## config.mk

```make
export PLATFORM = sky130hd
export DESIGN_NAME = clk_div_n_flat
export DESIGN_NICKNAME = d
export VERILOG_FILES = /design/src/rtl/clk_div_n_if.sv /design/src/rtl/clk_div_n.sv /design/src/flat_wrapper.sv
export SDC_FILE = /design/constraint.sdc
export NUM_CORES = 1
export LEC_CHECK = 0
export BUFFER_PORTS_ARGS = -buffer_cell sky130_fd_sc_hd__buf_2
export CORE_UTILIZATION = 33
export CTS_BUF_LIST = sky130_fd_sc_hd__clkbuf_8
export DETAILED_ROUTE_END_ITERATION = 6
export PLACE_DENSITY_LB_ADDON = 0.05
export REMOVE_ABC_BUFFERS = 1
export SLEW_MARGIN = 30
export SYNTH_ARGS = -nofsm -noshare
export SYNTH_HDL_FRONTEND = slang
export SYNTH_SLANG_ARGS = --single-unit
```

## constraint.sdc

```tcl
create_clock -name clk -period 16.4 [get_ports clk]
set_input_delay 2.46 -clock clk [delete_from_list [all_inputs] [get_ports clk]]
set_output_delay 2.46 -clock clk [all_outputs]
set_load 0.05 [all_outputs]
```

## src/rtl/clk_div_n_if.sv

```systemverilog
// Signal bundle between the divide-value selector and the clock divider.
// The selector side (master) drives en/div_n; the divider (slave) returns its outputs.
interface clk_div_n_if #(
    parameter int WIDTH  = 32,
    parameter int PCNT_W = 16
);
    logic              en;
    logic [WIDTH-1:0]  div_n;
    logic              out_clk;
    logic              tick;
    logic              reloaded;
    logic [PCNT_W-1:0] period_cnt;

    modport master (
        output en, div_n,
        input  out_clk, tick, reloaded, period_cnt
    );

    modport slave (
        input  en, div_n,
        output out_clk, tick, reloaded, period_cnt
    );
endinterface

```

## src/rtl/clk_div_n.sv

```systemverilog
// Programmable clock-enable divider: ~50% duty out_clk, end-of-period tick, period counter.
// A new divide value is only adopted at a period boundary, so half-periods are never runt.
module clk_div_n #(
    parameter int WIDTH   = 32,
    parameter int MIN_DIV = 2,
    parameter int PCNT_W  = 16
) (
    input  logic        clk,
    input  logic        rst_n,
    clk_div_n_if.slave  bus
);
    localparam logic [0:0]       S_IDLE = 1'b0;
    localparam logic [0:0]       S_RUN  = 1'b1;
    localparam logic [WIDTH-1:0] MIN_N  = WIDTH'(MIN_DIV);
    localparam logic [WIDTH-1:0] ONE_W  = WIDTH'(1);

    logic [0:0]        state_q, state_d;
    logic [WIDTH-1:0]  cnt_q, cnt_d;
    logic [WIDTH-1:0]  act_q, act_d;
    logic [PCNT_W-1:0] pcnt_q, pcnt_d;
    logic              out_clk_q, out_clk_d;
    logic              tick_q, tick_d;
    logic              rel_q, rel_d;
    logic [WIDTH-1:0]  eff_n;
    logic              last;
    logic              run_d;

    function automatic logic [WIDTH-1:0] clamp_n(input logic [WIDTH-1:0] n);
        return (n < MIN_N) ? MIN_N : n;
    endfunction

    // Length of the high phase, ceil(n/2), computed without overflow at n = 2^WIDTH-1.
    function automatic logic [WIDTH-1:0] high_len(input logic [WIDTH-1:0] n);
        return n - (n >> 1);
    endfunction

    assign eff_n = clamp_n(bus.div_n);
    assign last  = (cnt_q == act_q - ONE_W);

    always_comb begin
        state_d = state_q;
        cnt_d   = cnt_q;
        act_d   = act_q;
        pcnt_d  = pcnt_q;
        rel_d   = 1'b0;

        if (state_q == S_IDLE) begin
            cnt_d = '0;
            if (bus.en) begin
                state_d = S_RUN;
                act_d   = eff_n;
            end
        end else begin
            // A completed period is counted even when en drops in its last cycle.
            if (last) begin
                pcnt_d = pcnt_q + PCNT_W'(1);
            end
            if (!bus.en) begin
                state_d = S_IDLE;
                cnt_d   = '0;
            end else if (last) begin
                cnt_d = '0;
                act_d = eff_n;
                rel_d = (eff_n != act_q);
            end else begin
                cnt_d = cnt_q + ONE_W;
            end
        end

        // Outputs are derived from the next state so they line up with the registered cnt.
        run_d     = (state_d == S_RUN);
        out_clk_d = run_d && (cnt_d < high_len(act_d));
        tick_d    = run_d && (cnt_d == act_d - ONE_W);
    end

    always_ff @(posedge clk) begin
        if (!rst_n) begin
            state_q   <= S_IDLE;
            cnt_q     <= '0;
            act_q     <= MIN_N;
            pcnt_q    <= '0;
            out_clk_q <= 1'b0;
            tick_q    <= 1'b0;
            rel_q     <= 1'b0;
        end else begin
            state_q   <= state_d;
            cnt_q     <= cnt_d;
            act_q     <= act_d;
            pcnt_q    <= pcnt_d;
            out_clk_q <= out_clk_d;
            tick_q    <= tick_d;
            rel_q     <= rel_d;
        end
    end

    assign bus.out_clk    = out_clk_q;
    assign bus.tick       = tick_q;
    assign bus.reloaded   = rel_q;
    assign bus.period_cnt = pcnt_q;
endmodule

```

## src/flat_wrapper.sv

```systemverilog
// flat-port wrapper written by rule: the top's interface ports become plain ports
module clk_div_n_flat 
#(
    parameter int WIDTH   = 32,
    parameter int MIN_DIV = 2,
    parameter int PCNT_W  = 16
)
  (clk, rst_n, bus_en, bus_div_n, bus_out_clk, bus_tick, bus_reloaded, bus_period_cnt);
  clk_div_n_if #(.WIDTH(WIDTH), .PCNT_W(PCNT_W)) bus_i ();
  input  logic clk;
  input  logic rst_n;
  input wire logic [$bits(bus_i.en)-1:0] bus_en;
  input wire logic [$bits(bus_i.div_n)-1:0] bus_div_n;
  output wire logic [$bits(bus_i.out_clk)-1:0] bus_out_clk;
  output wire logic [$bits(bus_i.tick)-1:0] bus_tick;
  output wire logic [$bits(bus_i.reloaded)-1:0] bus_reloaded;
  output wire logic [$bits(bus_i.period_cnt)-1:0] bus_period_cnt;
  assign bus_i.en = bus_en;
  assign bus_i.div_n = bus_div_n;
  assign bus_out_clk = bus_i.out_clk;
  assign bus_tick = bus_i.tick;
  assign bus_reloaded = bus_i.reloaded;
  assign bus_period_cnt = bus_i.period_cnt;
  clk_div_n #(.WIDTH(WIDTH), .MIN_DIV(MIN_DIV), .PCNT_W(PCNT_W)) u_core (.clk(clk), .rst_n(rst_n), .bus(bus_i));
endmodule
```

### Word level (Yosys, flattened, before mapping)

Cells that the tools add are included.

| word-level totals | value |
|---|---|
| input bits | 35 |
| logic and storage cells | 30 |
| bits in registers | 84 |
| output and inout port bits | 19 |

| operators by class | value |
|---|---|
| reductions and logical operators | 4 |
| $lt $le $gt $ge | 2 |
| multiplexer cells | 9 |
| equal/unequal tests | 3 |
| add/sub/neg operators | 5 |

Operators with widths:

| cell | number |
|---|---|
| 2-to-1 mux 32 bit | 8 |
| equality test 32 bit | 2 |
| subtractor 32 x 1 -> 32 bit (second input constant) | 2 |
| adder 32 x 1 -> 32 bit (second input constant) | 1 |
| < comparator 32 x 2 -> 1 bit (second input constant) | 1 |
| < comparator 32 bit | 1 |
| inequality test 32 bit | 1 |
| subtractor 32 x 31 -> 32 bit | 1 |
| adder 16 x 1 -> 16 bit (second input constant) | 1 |
| AND reduction 4 bit | 1 |
| logical AND 1 bit | 2 |
| AND reduction 2 bit | 1 |
| 2-to-1 mux 1 bit | 1 |

### Logic depth before layout (Yosys ltp)

| depth | value |
|---|---|
| word-level depth | 8 |
| depth in mapped cells | 42 |
| gate-level depth less buffers | 37 |

### Worst setup path after synthesis

No wires, ideal clock.

| path | value |
|---|---|
| path kind | input to register |
| from | input bus_en |
| to | register u_core.out_clk_q (netlist: u_core.bus.out_clk) |
| setup time | 0.086 ns |
| arrival | 8.038 ns |
| path buffers | 4 |
| slack | 8.277 ns |
| required time | 16.314 ns |
| stages | 35 |
| path through | inv_1 nor2_1 a21o_1 buf_6 buf_2 buf_2 buf_1 nor2_1 a21oi_1 inv_1 ha_1 fa_1 o21bai_1 a21oi_1 o21ai_0 a21oi_1 o41ai_1 and2_1 nor2_1 nor2_1 nor2_1 xnor2_1 ha_1 a21o_1 a21oi_1 nor2b_1 o21ai_0 nand2b_1 a21oi_1 nor2b_1 o21ai_0 nand2b_1 a221o_1 a21o_1 a211oi_1 |

| between the ends | value |
|---|---|
| cells in the longest elaborated chain, start to end | 5 |

RTL lines:

| item | line | RTL |
|---|---|---|
| from (decl) | flat_wrapper.sv:12 | `input wire logic [$bits(bus_i.en)-1:0] bus_en;` |
| 2-to-1 mux 32 bit, on equally long branches | clk_div_n.sv:49, clk_div_n.sv:58 |  |
| 2-to-1 mux 32 bit * | clk_div_n.sv:47 | `if (state_q == S_IDLE) begin` |
| named net u_core.act_d[1] | clk_div_n.sv:19 | `logic [WIDTH-1:0] act_q, act_d;` |
| subtractor 32 x 31 -> 32 bit * | clk_div_n.sv:34 | `return n - (n >> 1);` |
| < comparator 32 bit * | clk_div_n.sv:72 | `out_clk_d = run_d && (cnt_d < high_len(act_d));` |
| logical AND 1 bit * | clk_div_n.sv:72 |  |
| to (signal assigned) | clk_div_n.sv:90 | `out_clk_q <= out_clk_d;` |
| to (decl) | clk_div_n.sv:21 | `logic out_clk_q, out_clk_d;` |

Mark *: on every way through the listed nets, which the timed path passes. The rest lies on a longest branch.
A chain may end at the register's enable or synchronous reset.

### Final worst setup path

| path | value |
|---|---|
| from | register u_core.act_q[0] |
| to | register u_core.out_clk_q (netlist: u_core.bus.out_clk) |

| between the ends | value |
|---|---|
| cells in the longest elaborated chain, start to end | 8 |

RTL lines:

| item | line | RTL |
|---|---|---|
| from (decl) | clk_div_n.sv:19 |  |
| from (signal assigned) | clk_div_n.sv:88 | `act_q <= act_d;` |
| subtractor 32 x 1 -> 32 bit | clk_div_n.sv:38 | `assign last = (cnt_q == act_q - ONE_W);` |
| equality test 32 bit | clk_div_n.sv:38 |  |
| 2-to-1 mux 32 bit | clk_div_n.sv:61 | `end else if (last) begin` |
| 2-to-1 mux 32 bit | clk_div_n.sv:58 | `if (!bus.en) begin` |
| 2-to-1 mux 32 bit | clk_div_n.sv:47 |  |
| named net u_core.act_d[2] | clk_div_n.sv:19 |  |
| subtractor 32 x 31 -> 32 bit | clk_div_n.sv:34 |  |
| < comparator 32 bit | clk_div_n.sv:72 |  |
| logical AND 1 bit | clk_div_n.sv:72 |  |

The timed path passes the listed nets, and every way through them passes these cells.

==> summary.md <==
| Metric | Value |
|---|---|
| Clk buf depth | `2` |
| TritonCTS Buffers | `9` |
| Min-delay worst type | `reg -> reg` |
| Period utilization | `53.5%` |
| Clock skew | `13.8 ps` |
| Worst stage delay on the critical path | `660 ps` |
| Post-synth cell types | `81` |
| Die Wd | `172 µm` |
| Worst Max-Slew Pin Slew | `1050 ps` |
| Status | `finished clean` |
| Ys flop type | `dfxtp_1` |
| Port bufs | `53` |
| Leakage | `4.26 nW` |
| Final #Nets | `1381` |
| First-pass GRT wire length | `51.9 mm` |
| TritonCTS clock tree | `done` |
| # DRC | `0` |
| P_sw | `0.286 mW` |
| Logic pwr share | `42.2%` |
| Post-route ant nets | `0` |
| CTS root buffer | `clkbuf_8` |
| P per Cell Area | `68.5 nW/µm²` |
| WS Path Type | `reg -> reg` |
| Vias/cell | `5.47` |
| Initial Util | `33.9%` |
| Startpoint Class | `register` |
| Initial antenna violation count | `0` |
| Required @ worst endpoint | `16680 ps` |
| Routability Congestion | `0.893` |
| P_int | `0.418 mW` |
| Netlist Area Pre-Place | `9520 µm²` |
| Flop pwr share | `32.0%` |
| Clock Latency Late Sink | `390 ps` |
| Layout Utilization | `36.6%` |
| Final min period | `8770 ps` |
| Commonest cells after routing, fill and taps aside | `123 x nor2_1, 108 x xnor2_1, 97 x ha_1, 84 x dfxtp_1, 76 x inv_1` |
| Worst path slowest cell | `mux2i_1` |
| Post-CTS resize count | `0` |
| Sw Ratio | `40.6%` |
| # diodes | `0` |
| Wire length on met1 | `16.4 mm` |
| Top Metal Used | `met4` |
| Yosys reg bits | `84` |
| Slew HR | `30.2%` |
| Worst Path Max Fanout | `22` |
| Hold Fails Final Rpt | `0` |
| Number of enable flip-flop cells after synthesis | `0` |
| DRT iter0 DRCs | `665` |
| Number of buffers inserted by hold repair at cts | `0` |
| Met2 WL | `15.6 mm` |
| Grt ovf | `0` |
| Unrepaired setup endpoints after global routing | `no` |
| Total track usage | `23.8%` |
| Routed via count | `8915` |
| Hold_ws | `560 ps` |
| Row count | `61` |
| Wire length on met3 | `1.32 mm` |
| Die span in y | `172 µm` |
| Fin Setup TNS | `0 ps` |
| WP buf/inv | `2` |
| CTS sink count | `84` |
| Layout area overhead | `8.01%` |
| Max IR drop VDD | `37.8 µV` |
| Worst-path clk slew | `100 ps` |
| First-pass detailed-route iteration total | `5` |
| Post-CTS Setup Bufs | `0` |
| Fillers | `3072` |
| Sequential area share after synthesis | `17.7%` |
| Ys async rst share | `0%` |
| Max_cap viols | `0` |
| Vias in the first global route | `8484` |
| Final Setup Violations | `0` |
| Delay-heaviest family, CP | `simple AND/OR/NAND/NOR gates` |
| HPWL after DPL | `27.8 mm` |
| Mapped Cells | `1239` |
| Clock power share | `25.9%` |
| Mean Syn Cell Area | `7.68 µm²` |
| Synthesis Warnings | `0` |
| CP endpoint kind | `register` |
| Pins Over Slew Limit | `0` |
| Die area | `29500 µm²` |
| Commonest non-fill, non-tap cell in the layout | `nor2_1` |
| H-tree depth | `3` |
| Largest net degree at the start of global routing | `62` |
| Fraction of final layout cells sized beyond drive strength 1 | `7.98%` |
| Fmax | `0.114 GHz` |
| CP arrival | `9050 ps` |
| Avg WL per Cell | `21.1 µm` |
| Ports | `54` |
| Total Wirelength | `34.4 mm` |
| Core box area | `28100 µm²` |
cell families (layout without fill, tap and decap cells):
family,after synthesis,count (layout),synth area share (%)
AND/OR/NAND/NOR,507,507,28.6
buffers and inverters,137,151,5.63
adder cells (fa/ha/maj),98,98,13.0
XOR/XNOR,176,176,17.1
flip-flops,84,84,17.7
AO/OA/AOI/OAI,204,204,14.5
multiplexers,33,33,3.59
routing by layer:
layer,GRT usage [%],up-vias
met4,8.20,0
met1,32.8,4241
met3,2.16,51
li1,-,4383
met5,0,-
met2,38.8,240
cell type report:
class	count	area, µm²	share of cell area [%]
Tap cell	378	473	4.60
Timing Repair Buffer	60	318	3.09
Multi-Input combinational cell	1018	7300	71.0
Clock inverter	7	100	0.974
Sequential cell	84	1680	16.4
Clock buffer	9	124	1.21
Inverter	75	282	2.74
power by group through the flow:
| stage | Sequential (mW) | Clock [mW] | Combinational, mW |
|---|---|---|---|
| CTS | 0.224 | 0.189 | 0.298 |
| detailed placement | 0.229 | 0 | 0.297 |
| floorplan | 0.223 | 0 | 0.213 |
| finish | 0.225 | 0.182 | 0.297 |
| global placement | 0.229 | 0 | 0.301 |
| global route | 0.226 | 0.194 | 0.331 |
cell usage after synthesis, types with 11 or more instances:
cell	n	area, µm²
a211oi_1	15	113
a21oi_1	57	285
and2_1	29	181
and3_1	24	150
clkbuf_1	50	188
dfxtp_1	84	1680
ha_1	97	1210
inv_1	75	282
mux2i_1	28	280
nand2_1	74	278
nand2b_1	11	68.8
nand3_1	37	185
nand4_1	34	213
nor2_1	123	462
nor2b_1	50	313
nor3_1	31	155
nor4_1	27	169
o21ai_0	30	150
or3_1	18	113
or4_1	12	90.1
xnor2_1	108	946
xor2_1	62	543
metrics by stage:
step	std cells	area, µm²	worst slack, ps	power (mW)
floorplan	1177	9260	7900	0.436
global route	1631	10300	6750	0.750
finish	1631	10300	7630	0.704
CTS	1631	10300	7680	0.711
global placement	1615	10100	7640	0.530
detailed placement	1615	10100	7520	0.526
worst paths after layout:
kind         cells after the start                  endpoint  slack [ps]                      from
max                             32        u_core.bus.out_clk        7630           u_core.act_q[0]
min                              2  u_core.bus.period_cnt[1]         560  u_core.bus.period_cnt[1]
max reg2reg                     32        u_core.bus.out_clk        7630           u_core.act_q[0]
min reg2reg                      2  u_core.bus.period_cnt[1]         560  u_core.bus.period_cnt[1]
state kept, by name (all words and copies together), names as in the netlist:
name                   cells
u_core.act_q              32
u_core.cnt_q              32
u_core.bus.period_cnt     16
u_core.bus.out_clk         1
u_core.bus.reloaded        1
u_core.bus.tick            1
u_core.state_q             1
worst reg2reg max path, delay by kind of cell, from the launching register on:
| kind | cells | cell delay, ps |
|---|---|---|
| compound gates | 11 | 2750 |
| fa+ha+maj | 3 | 1120 |
| simple gates | 14 | 3230 |
| flops | 1 | 400 |
| mux | 1 | 670 |
| xor+xnor | 1 | 160 |
| buf+inv | 2 | 360 |
Note: power is estimated with default switching activity, not from simulation.
